### src/rtl/pwm_burst_sequencer.sv
// Two-phase burst PWM generator (A burst then B burst) with soft-start ramp of the B burst length
// and a latched fault. Define PWM_BURST_COMPL_EN for a dead-time-protected complementary output.
module pwm_burst_sequencer #(
  parameter int CNT_W    = 24,
  parameter int PULSE_W  = 8,
  parameter int SS_W     = 16,
  parameter int DEADTIME = 12
) (
  input  logic               clk,
  input  logic               rst,
  input  logic               enable,
  input  logic [CNT_W-1:0]   period_a,
  input  logic [CNT_W-1:0]   duty_a,
  input  logic [PULSE_W-1:0] pulses_a,
  input  logic [CNT_W-1:0]   period_b,
  input  logic [CNT_W-1:0]   duty_b,
  input  logic [PULSE_W-1:0] pulses_b,
  input  logic [SS_W-1:0]    ss_step,
  input  logic               fault_in,
  input  logic               fault_clr,
  output logic               pwm_out,
`ifdef PWM_BURST_COMPL_EN
  output logic               pwm_out_n,
`endif
  output logic [2:0]         state_out,
  output logic               burst_done,
  output logic               fault_out
);

  typedef enum logic [2:0] {
    IDLE  = 3'd0,
    SS_A  = 3'd1,
    SS_B  = 3'd2,
    RUN_A = 3'd3,
    RUN_B = 3'd4,
    FAULT = 3'd5
  } state_t;

  localparam logic [7:0] DT = 8'(DEADTIME);

  state_t             state;
  logic [CNT_W-1:0]   cnt, sh_period_a, sh_duty_a, sh_period_b, sh_duty_b;
  logic [PULSE_W-1:0] pcnt, sh_pulses_a, sh_pulses_b, ss_target, ss_len;
  logic [SS_W-1:0]    ss_timer, sh_ss_step;

  logic               is_a, is_b, in_ss, zero_phase, raw;
  logic               period_end, burst_end, ss_tick, latch_cfg;
  logic [CNT_W-1:0]   per, duty;
  logic [PULSE_W-1:0] target, pcnt_nx;

  assign state_out = state;
  assign pcnt_nx   = pcnt + PULSE_W'(1);

  always_comb begin
    is_a  = (state == SS_A) || (state == RUN_A);
    is_b  = (state == SS_B) || (state == RUN_B);
    in_ss = (state == SS_A) || (state == SS_B);
    per   = is_a ? sh_period_a : sh_period_b;
    if (per == '0) per = CNT_W'(1);
    duty  = is_a ? sh_duty_a : sh_duty_b;
    if (is_a)               target = (sh_pulses_a == '0) ? PULSE_W'(1) : sh_pulses_a;
    else if (state == SS_B) target = ss_len;
    else                    target = sh_pulses_b;
    // An empty B phase still occupies one clock so the sequence always advances.
    zero_phase = is_b && (target == '0);
    raw        = (is_a || is_b) && !zero_phase && (cnt < duty);
    period_end = zero_phase || (cnt == per);
    burst_end  = zero_phase || (period_end && (pcnt_nx == target));
    ss_tick    = in_ss && (sh_ss_step != '0) && (ss_timer == sh_ss_step - SS_W'(1));
    latch_cfg  = !fault_in && enable && ((state == IDLE) || (is_b && burst_end));
  end

  // Shadow configuration: refreshed only when an A phase begins.
  always_ff @(posedge clk) begin
    if (rst) begin
      sh_period_a <= '0;
      sh_duty_a   <= '0;
      sh_pulses_a <= '0;
      sh_period_b <= '0;
      sh_duty_b   <= '0;
      sh_pulses_b <= '0;
      sh_ss_step  <= '0;
    end else if (latch_cfg) begin
      sh_period_a <= period_a;
      sh_duty_a   <= duty_a;
      sh_pulses_a <= pulses_a;
      sh_period_b <= period_b;
      sh_duty_b   <= duty_b;
      sh_pulses_b <= pulses_b;
      sh_ss_step  <= ss_step;
    end
  end

  always_ff @(posedge clk) begin
    if (rst) begin
      state      <= IDLE;
      cnt        <= '0;
      pcnt       <= '0;
      ss_timer   <= '0;
      ss_target  <= '0;
      ss_len     <= '0;
      burst_done <= 1'b0;
      fault_out  <= 1'b0;
    end else begin
      burst_done <= 1'b0;
      if (fault_in) begin
        state     <= FAULT;
        fault_out <= 1'b1;
        cnt       <= '0;
        pcnt      <= '0;
        ss_timer  <= '0;
        ss_target <= '0;
      end else begin
        case (state)
          IDLE: if (enable) begin
            state <= (ss_step == '0) ? RUN_A : SS_A;
            cnt   <= '0;
            pcnt  <= '0;
          end
          FAULT: if (fault_clr) begin
            state     <= IDLE;
            fault_out <= 1'b0;
          end
          default: begin
            if (in_ss && (sh_ss_step != '0)) begin
              ss_timer <= ss_tick ? '0 : ss_timer + SS_W'(1);
              if (ss_tick && (ss_target < sh_pulses_b)) ss_target <= ss_target + PULSE_W'(1);
            end
            if (!period_end) begin
              cnt <= cnt + CNT_W'(1);
            end else if (!enable) begin
              state     <= IDLE;
              cnt       <= '0;
              pcnt      <= '0;
              ss_timer  <= '0;
              ss_target <= '0;
            end else if (!burst_end) begin
              cnt  <= '0;
              pcnt <= pcnt_nx;
            end else begin
              cnt  <= '0;
              pcnt <= '0;
              case (state)
                SS_A: begin
                  state  <= SS_B;
                  ss_len <= ss_target;
                end
                SS_B:    state <= (ss_len >= sh_pulses_b) ? RUN_A : SS_A;
                RUN_A:   state <= RUN_B;
                default: begin
                  state      <= RUN_A;
                  burst_done <= 1'b1;
                end
              endcase
            end
          end
        endcase
      end
    end
  end

`ifdef PWM_BURST_COMPL_EN
  logic [7:0] hi_run, lo_run;

  // Each output needs DT consecutive cycles of its raw level, so the two can never overlap.
  always_ff @(posedge clk) begin
    if (rst || fault_in || !(is_a || is_b)) begin
      hi_run    <= '0;
      lo_run    <= '0;
      pwm_out   <= 1'b0;
      pwm_out_n <= 1'b0;
    end else begin
      hi_run    <= raw ? ((hi_run < DT) ? hi_run + 8'd1 : hi_run) : 8'd0;
      lo_run    <= !raw ? ((lo_run < DT) ? lo_run + 8'd1 : lo_run) : 8'd0;
      pwm_out   <= raw && (hi_run >= DT);
      pwm_out_n <= !raw && (lo_run >= DT);
    end
  end
`else
  logic unused_dt;
  assign unused_dt = ^DT;

  always_ff @(posedge clk) begin
    if (rst || fault_in) pwm_out <= 1'b0;
    else                 pwm_out <= raw;
  end
`endif

endmodule
### config.mk
export PLATFORM = sky130hd
export DESIGN_NAME = pwm_burst_sequencer
export DESIGN_NICKNAME = d
export VERILOG_FILES = /design/src/rtl/pwm_burst_sequencer.sv
export SDC_FILE = /design/constraint.sdc
export NUM_CORES = 1
export LEC_CHECK = 0
export CORE_ASPECT_RATIO = 1.1
export CORE_MARGIN = 4
export CORE_UTILIZATION = 35
export CTS_CLUSTER_DIAMETER = 30
export DETAILED_ROUTE_END_ITERATION = 7
export PLACE_DENSITY = 0.54
export SETUP_SLACK_MARGIN = 0.02
export SLEW_MARGIN = 20
export SYNTH_ARGS = -nofsm -noshare
export SYNTH_HDL_FRONTEND = slang
export SYNTH_SLANG_ARGS = --single-unit
### constraint.sdc
create_clock -name clk -period 3.6 [get_ports clk]
set_input_delay 0.72 -clock clk [delete_from_list [all_inputs] [get_ports clk]]
set_output_delay 0.72 -clock clk [all_outputs]
set_load 0.1 [all_outputs]
* Word-level counts from Yosys, hierarchy flattened
Index checks and enable logic that the tools add are counted.
** Word-level totals
- Bits of input ports :: 133
- Output and inout bits :: 6
- Logic and storage cells :: 122
- Register bits after elaboration :: 198
** Operators by class
- Add/subtract/negate cells :: 5
- Reduce and logical (&&, ||, !) cells :: 41
- Mux-type cells :: 36
- Bitwise logic cells :: 6
- Eq/ne operators :: 14
- $lt $le $gt $ge :: 3
** Operators with widths (count)
- 2-to-1 mux 24 bit :: 5
- 2-to-1 mux 8 bit :: 11
- 2-to-1 mux 16 bit :: 4
- one-hot mux 24 bit (2 select lines) :: 1
- adder 24 x 1 -> 24 bit (second input constant) :: 1
- equality test 24 bit :: 1
- logical NOT 24 bit :: 1
- < comparator 24 bit :: 1
- 2-to-1 mux 3 bit :: 6
- adder 16 x 1 -> 16 bit (second input constant) :: 1
- adder 8 x 1 -> 8 bit (second input constant) :: 2
- equality test 16 bit :: 1
- logical NOT 16 bit :: 1
- logical NOT 8 bit :: 2
- one-hot mux 8 bit (2 select lines) :: 1
- nonzero test 16 bit :: 1
- subtractor 16 x 1 -> 16 bit (second input constant) :: 1
- logical AND 1 bit :: 10
- one-hot mux 3 bit (3 select lines) :: 1
- equality test 8 bit :: 1
- >= comparator 8 bit :: 1
- logical OR 1 bit :: 8
- < comparator 8 bit :: 1
- AND reduction 4 bit :: 2
- 22 further kinds :: 40

* Logic depth before layout (Yosys ltp)
- Word-level depth :: 14
- Depth in mapped cells :: 16
- Mapped depth without buffers :: 11

* Worst setup path before layout
OpenSTA, ideal clock, no wires.
- Kind :: register to register
- From :: register state[2], in the netlist state_out[2]
- To :: register pwm_out
- Stages on the path, launching flop included :: 16
- Clock period less this slack :: 3956 ps
- Data arrival time :: 3841 ps
- Slack :: -356 ps
- Library setup time :: 115 ps
- Required time :: 3485 ps
- Buffers on the path :: 6
- Cell sequence :: dfxtp_1 > buf_6 > nand2b_4 > buf_6 > buf_6 > buf_2 > buf_1 > buf_1 > mux2i_1 > ha_1 > nand4_1 > nor4_1 > a21oi_1 > o21ai_0 > a21oi_1 > and3_1
** Between the ends
- Cells in the longest elaborated chain, start to end :: 8
- Elaborated cells on any way between the ends :: 16
- Classes of those cells :: order compare: 1; eq/ne: 4; mux: 3; reduce/logical: 8
** RTL lines
- from (decl) :: line 41 : state_t state;
- from (signal assigned) :: line 116 : state <= (ss_step == '0) ? RUN_A : SS_A;
- from (signal assigned) :: line 148 : SS_B: state <= (ss_len >= sh_pulses_b) ? RUN_A : SS_A;
- parallel branches: the longest is 7 deep, another holds < comparator 24 bit
- logical AND 1 bit * :: line 66 : raw = (is_a || is_b) && !zero_phase && (cnt < duty);
- to (signal assigned) :: line 185 : else pwm_out <= raw;
- to (decl) :: line 21 : output logic pwm_out,
Mark *: on every way between the ends.
A chain may end at the register's enable or synchronous reset.

* Final worst setup path
- From :: register state[2], in the netlist state_out[2]
- To :: register sh_period_b[2]
** Between the ends
- Cells in the longest elaborated chain, start to end :: 12
- Elaborated cells on any way between the ends :: 22
- Classes of those cells :: eq/ne: 6; mux: 4; reduce/logical: 12
** RTL lines
- equality test 3 x 1 -> 1 bit or equality test 3 x 2 -> 1 bit (tied branches) :: line 55 : is_a = (state == SS_A) || (state == RUN_A);
- logical OR 1 bit :: line 55
- 2-to-1 mux 24 bit :: line 58 : per = is_a ? sh_period_a : sh_period_b;
- logical NOT 24 bit :: line 59 : if (per == '0) per = CNT_W'(1);
- 2-to-1 mux 24 bit :: line 59
- equality test 24 bit :: line 67 : period_end = zero_phase || (cnt == per);
- logical OR 1 bit :: line 67
- logical AND 1 bit :: line 68 : burst_end = zero_phase || (period_end && (pcnt_nx == target));
- logical OR 1 bit :: line 68
- logical AND 1 bit :: line 70 : latch_cfg = !fault_in && enable && ((state == IDLE) || (is_b && burst_end));
- logical OR 1 bit * :: line 70
- logical AND 1 bit * :: line 70
- to (signal assigned) :: line 87 : sh_period_b <= period_b;
- to (decl) :: line 42 : logic [CNT_W-1:0] cnt, sh_period_a, sh_duty_a, sh_period_b, sh_duty_b;
Mark *: on every way between the ends. The rest lies on a longest branch, timed or not.

==> out/metrics.csv <==
metric,value,unit
status,"complete, no violations",
worst path cell trace,nand2b_4 -> a2111oi_0 -> nand2b_1 -> a32o_1 -> nor3_2 -> nand3_2 -> nor4_2 -> o311a_4 -> buf_12 -> buf_12 -> mux2i_1,
FMAX,0.294,GHz
Final Cycle Share,94.5,%
"Async S/R FF share, synth",0,%
# diodes,0,
vias in the first global route,9883,
Starting Density,35.5,%
Worst Skew,0.0136,ns
Overall Global Routing Usage,17.5,%
area grow syn2layout,20.3,%
"most common cell after layout, fill and taps aside",nand2b_1,
Die ar.,37700,um2
Syn Inst Count,1383,
Startpoint Class,register,
unrepaired setup endpoints after global routing,no,
Core Box Area,34200,um2
critical path endpoint category,register,
max-slew violations,0,
Port Buffers,138,
post-layout minimum cycle time,3.40,ns
CP Class,register to register,
Slowest Stage Delay on Critical Path,0.56,ns
io pins,139,
Max Root-Sink Buffers,2,
cts bufs inserted,17,
WP data arrival,3.77,ns
leakage,5.26,nW
DR DRC count,0,
Power Density,372,nW/um2
final core occ,42.7,%
placed insts,1928,
DR WL/cell,17.0,um
Top delay family on crit path,simple AND/OR/NAND/NOR gates,
Register Area,3970,um2
# rows,71,
chip width,186,um
number of distinct library cells after synthesis,71,
routed wire length,33400,um
sequential-to-total area share from yosys stat,32.7,%
via-per-instance ratio,5.13,
VDD IR max,0.000389,V
Post-Syn Nets,1559,
"Cell Area, Synth",12100,um2
post-DP HPWL,25600,um
largest net degree at the start of global routing,137,
drt first pass iters,5,
"Cell Count, Final, Fillers Out",1960,
CP dominant cell by count,buf_12,
Critical Path Fanout Max,23,
H-Tree Depth,4,
"EDFF count, synth",0,
"Reg clk slew, reported paths",0.07,ns
Clock Tree Root,clkbuf_16,
Fillers,3360,
# clock sinks,198,
Post-DRT Antenna Nets,0,
total grt overflow,0,
share of cells above drive strength 1,6.90,%
final hold violation count,0,
RD Place Congestion,0.881,
worst skew pair latency,0.45,ns
area of the multi-input gates,7530,um2
ys flop type,dfxtp_1,
Ys Warns,0,
critical-path cell with the highest stage delay,a2111oi_0,
Worst Path Required,3.97,ns
DR iter-0 viols,602,
synthesized flop and latch total,198,
hold buffers post-CTS,0,
setup TNS,0,ns
min-delay worst type,register to register,
final net count,1685,
worst slew pin tran,0.971,ns
Max Cap Viol,0,
initial antenna violation count,0,
most frequent cells in the layout,"nand2b_1 (286), dfxtp_1 (196), mux2i_1 (167), clkdlybuf4s50_1 (134), nor2_1 (68)",
Die Y,203,um
syn avg cell area,8.77,um2
setup violators final,0,
Final Power,5.43,mW
CTS tree,built,
first-pass GRT wire length,52800,um
buffers plus inverters on the worst setup path,2,
vias,10100,
Slew HR,35.1,%
cells in the mapped netlist (12+ instances only):
master	instances	area, um2
a21o_1	19	143
a21oi_1	38	190
a31oi_1	16	100
and3_1	12	75.1
buf_8	12	180
clkbuf_1	51	191
dfxtp_1	198	3960
ha_1	43	538
inv_1	47	176
mux2i_1	167	1670
nand2_1	42	158
nand2b_1	286	1790
nand3_1	32	160
nand4_1	23	144
nor2_1	68	255
nor3_1	18	90.1
nor4_1	27	169
o21a_1	12	90.1
o21ai_0	50	250
o22ai_1	19	119
or3_1	20	125
xnor2_1	41	359
xor2_1	28	245
routing by layer:
layer | global-route usage [%] | share of wire [%] | vias to the layer above
li1 | - | - | 5096
met3 | 2.68 | 3.7 | 38
met1 | 22.8 | 46 | 4716
met4 | 5.26 | 2.0 | 0
met2 | 29.8 | 49 | 202
met5 | 0 | 0 | -
worst paths after layout:
| kind | start | endpoint | slack (ns) | depth (start not counted) |
|---|---|---|---|---|
| worst max-delay path | state_out[2] | sh_period_b[2] | 0.20 | 11 |
| worst min-delay path | sh_duty_a[9] | sh_duty_a[9] | 0.47 | 2 |
| worst min register to register | sh_duty_a[9] | sh_duty_a[9] | 0.47 | 2 |
| worst max register to register | state_out[2] | sh_period_b[2] | 0.20 | 11 |
through the flow:
| stage | instance area [um2] | setup WS (ns) | hold slack [ns] |
|---|---|---|---|
| 2_1_floorplan | 12100 | 0.193 | 0.448 |
| 3_3_place_gp | 14000 | 0.244 | 0.459 |
| 3_5_place_dp | 14000 | 0.208 | 0.460 |
| 4_1_cts | 14600 | 0.179 | 0.474 |
| 5_1_grt | 14600 | 0.0337 | 0.491 |
| 6_report | 14600 | 0.199 | 0.469 |
where the power goes:
part | switching, mW | internal (mW)
sequential | 0.0852 | 2.27
clock | 0.909 | 1.03
combinational | 0.579 | 0.553
total | 1.57 | 3.85
area by class of cell:
type                            instances  area share (%)
Clock buffer                           19            2.97
Clock inverter                         13            1.03
Inverter                               48            1.23
Multi-Input combinational cell       1059            51.6
Sequential cell                       198            27.2
Tap cell                              438            3.76
Timing Repair Buffer                  185            12.2
worst register-to-register path: stages, from the launching register on:
cell and delay [ns]:
dfxtp_2 0.33, nand2b_4 0.26, a2111oi_0 0.57, nand2b_1 0.14
a32o_1 0.30, nor3_2 0.29, nand3_2 0.16, nor4_2 0.40
o311a_4 0.28, buf_12 0.17, buf_12 0.22, mux2i_1 0.22
cells by family after synthesis:
group                    Yosys count  share of synthesized area (%)
XOR/XNOR                          69                           4.98
AO/OA/AOI/OAI                    207                           11.3
buffers and inverters            126                           5.38
adder cells (fa/ha/maj)           43                           4.43
flip-flops                       198                           32.7
multiplexers                     168                           13.9
AND/OR/NAND/NOR                  572                           27.4
state kept, by name, summed over array words and instances (netlist names), 8 cells and up:
name,cells
cnt,24
sh_duty_a,24
sh_duty_b,24
sh_period_a,24
sh_period_b,24
sh_ss_step,16
ss_timer,16
pcnt,8
sh_pulses_a,8
sh_pulses_b,8
ss_len,8
ss_target,8
repair_timing:
item | CTS | global route
buffers inserted | 0 | 0
gates resized for setup | 0 | 1
setup endpoints to repair | 0 | 1
No activity file was read; power rests on OpenSTA's default activity.
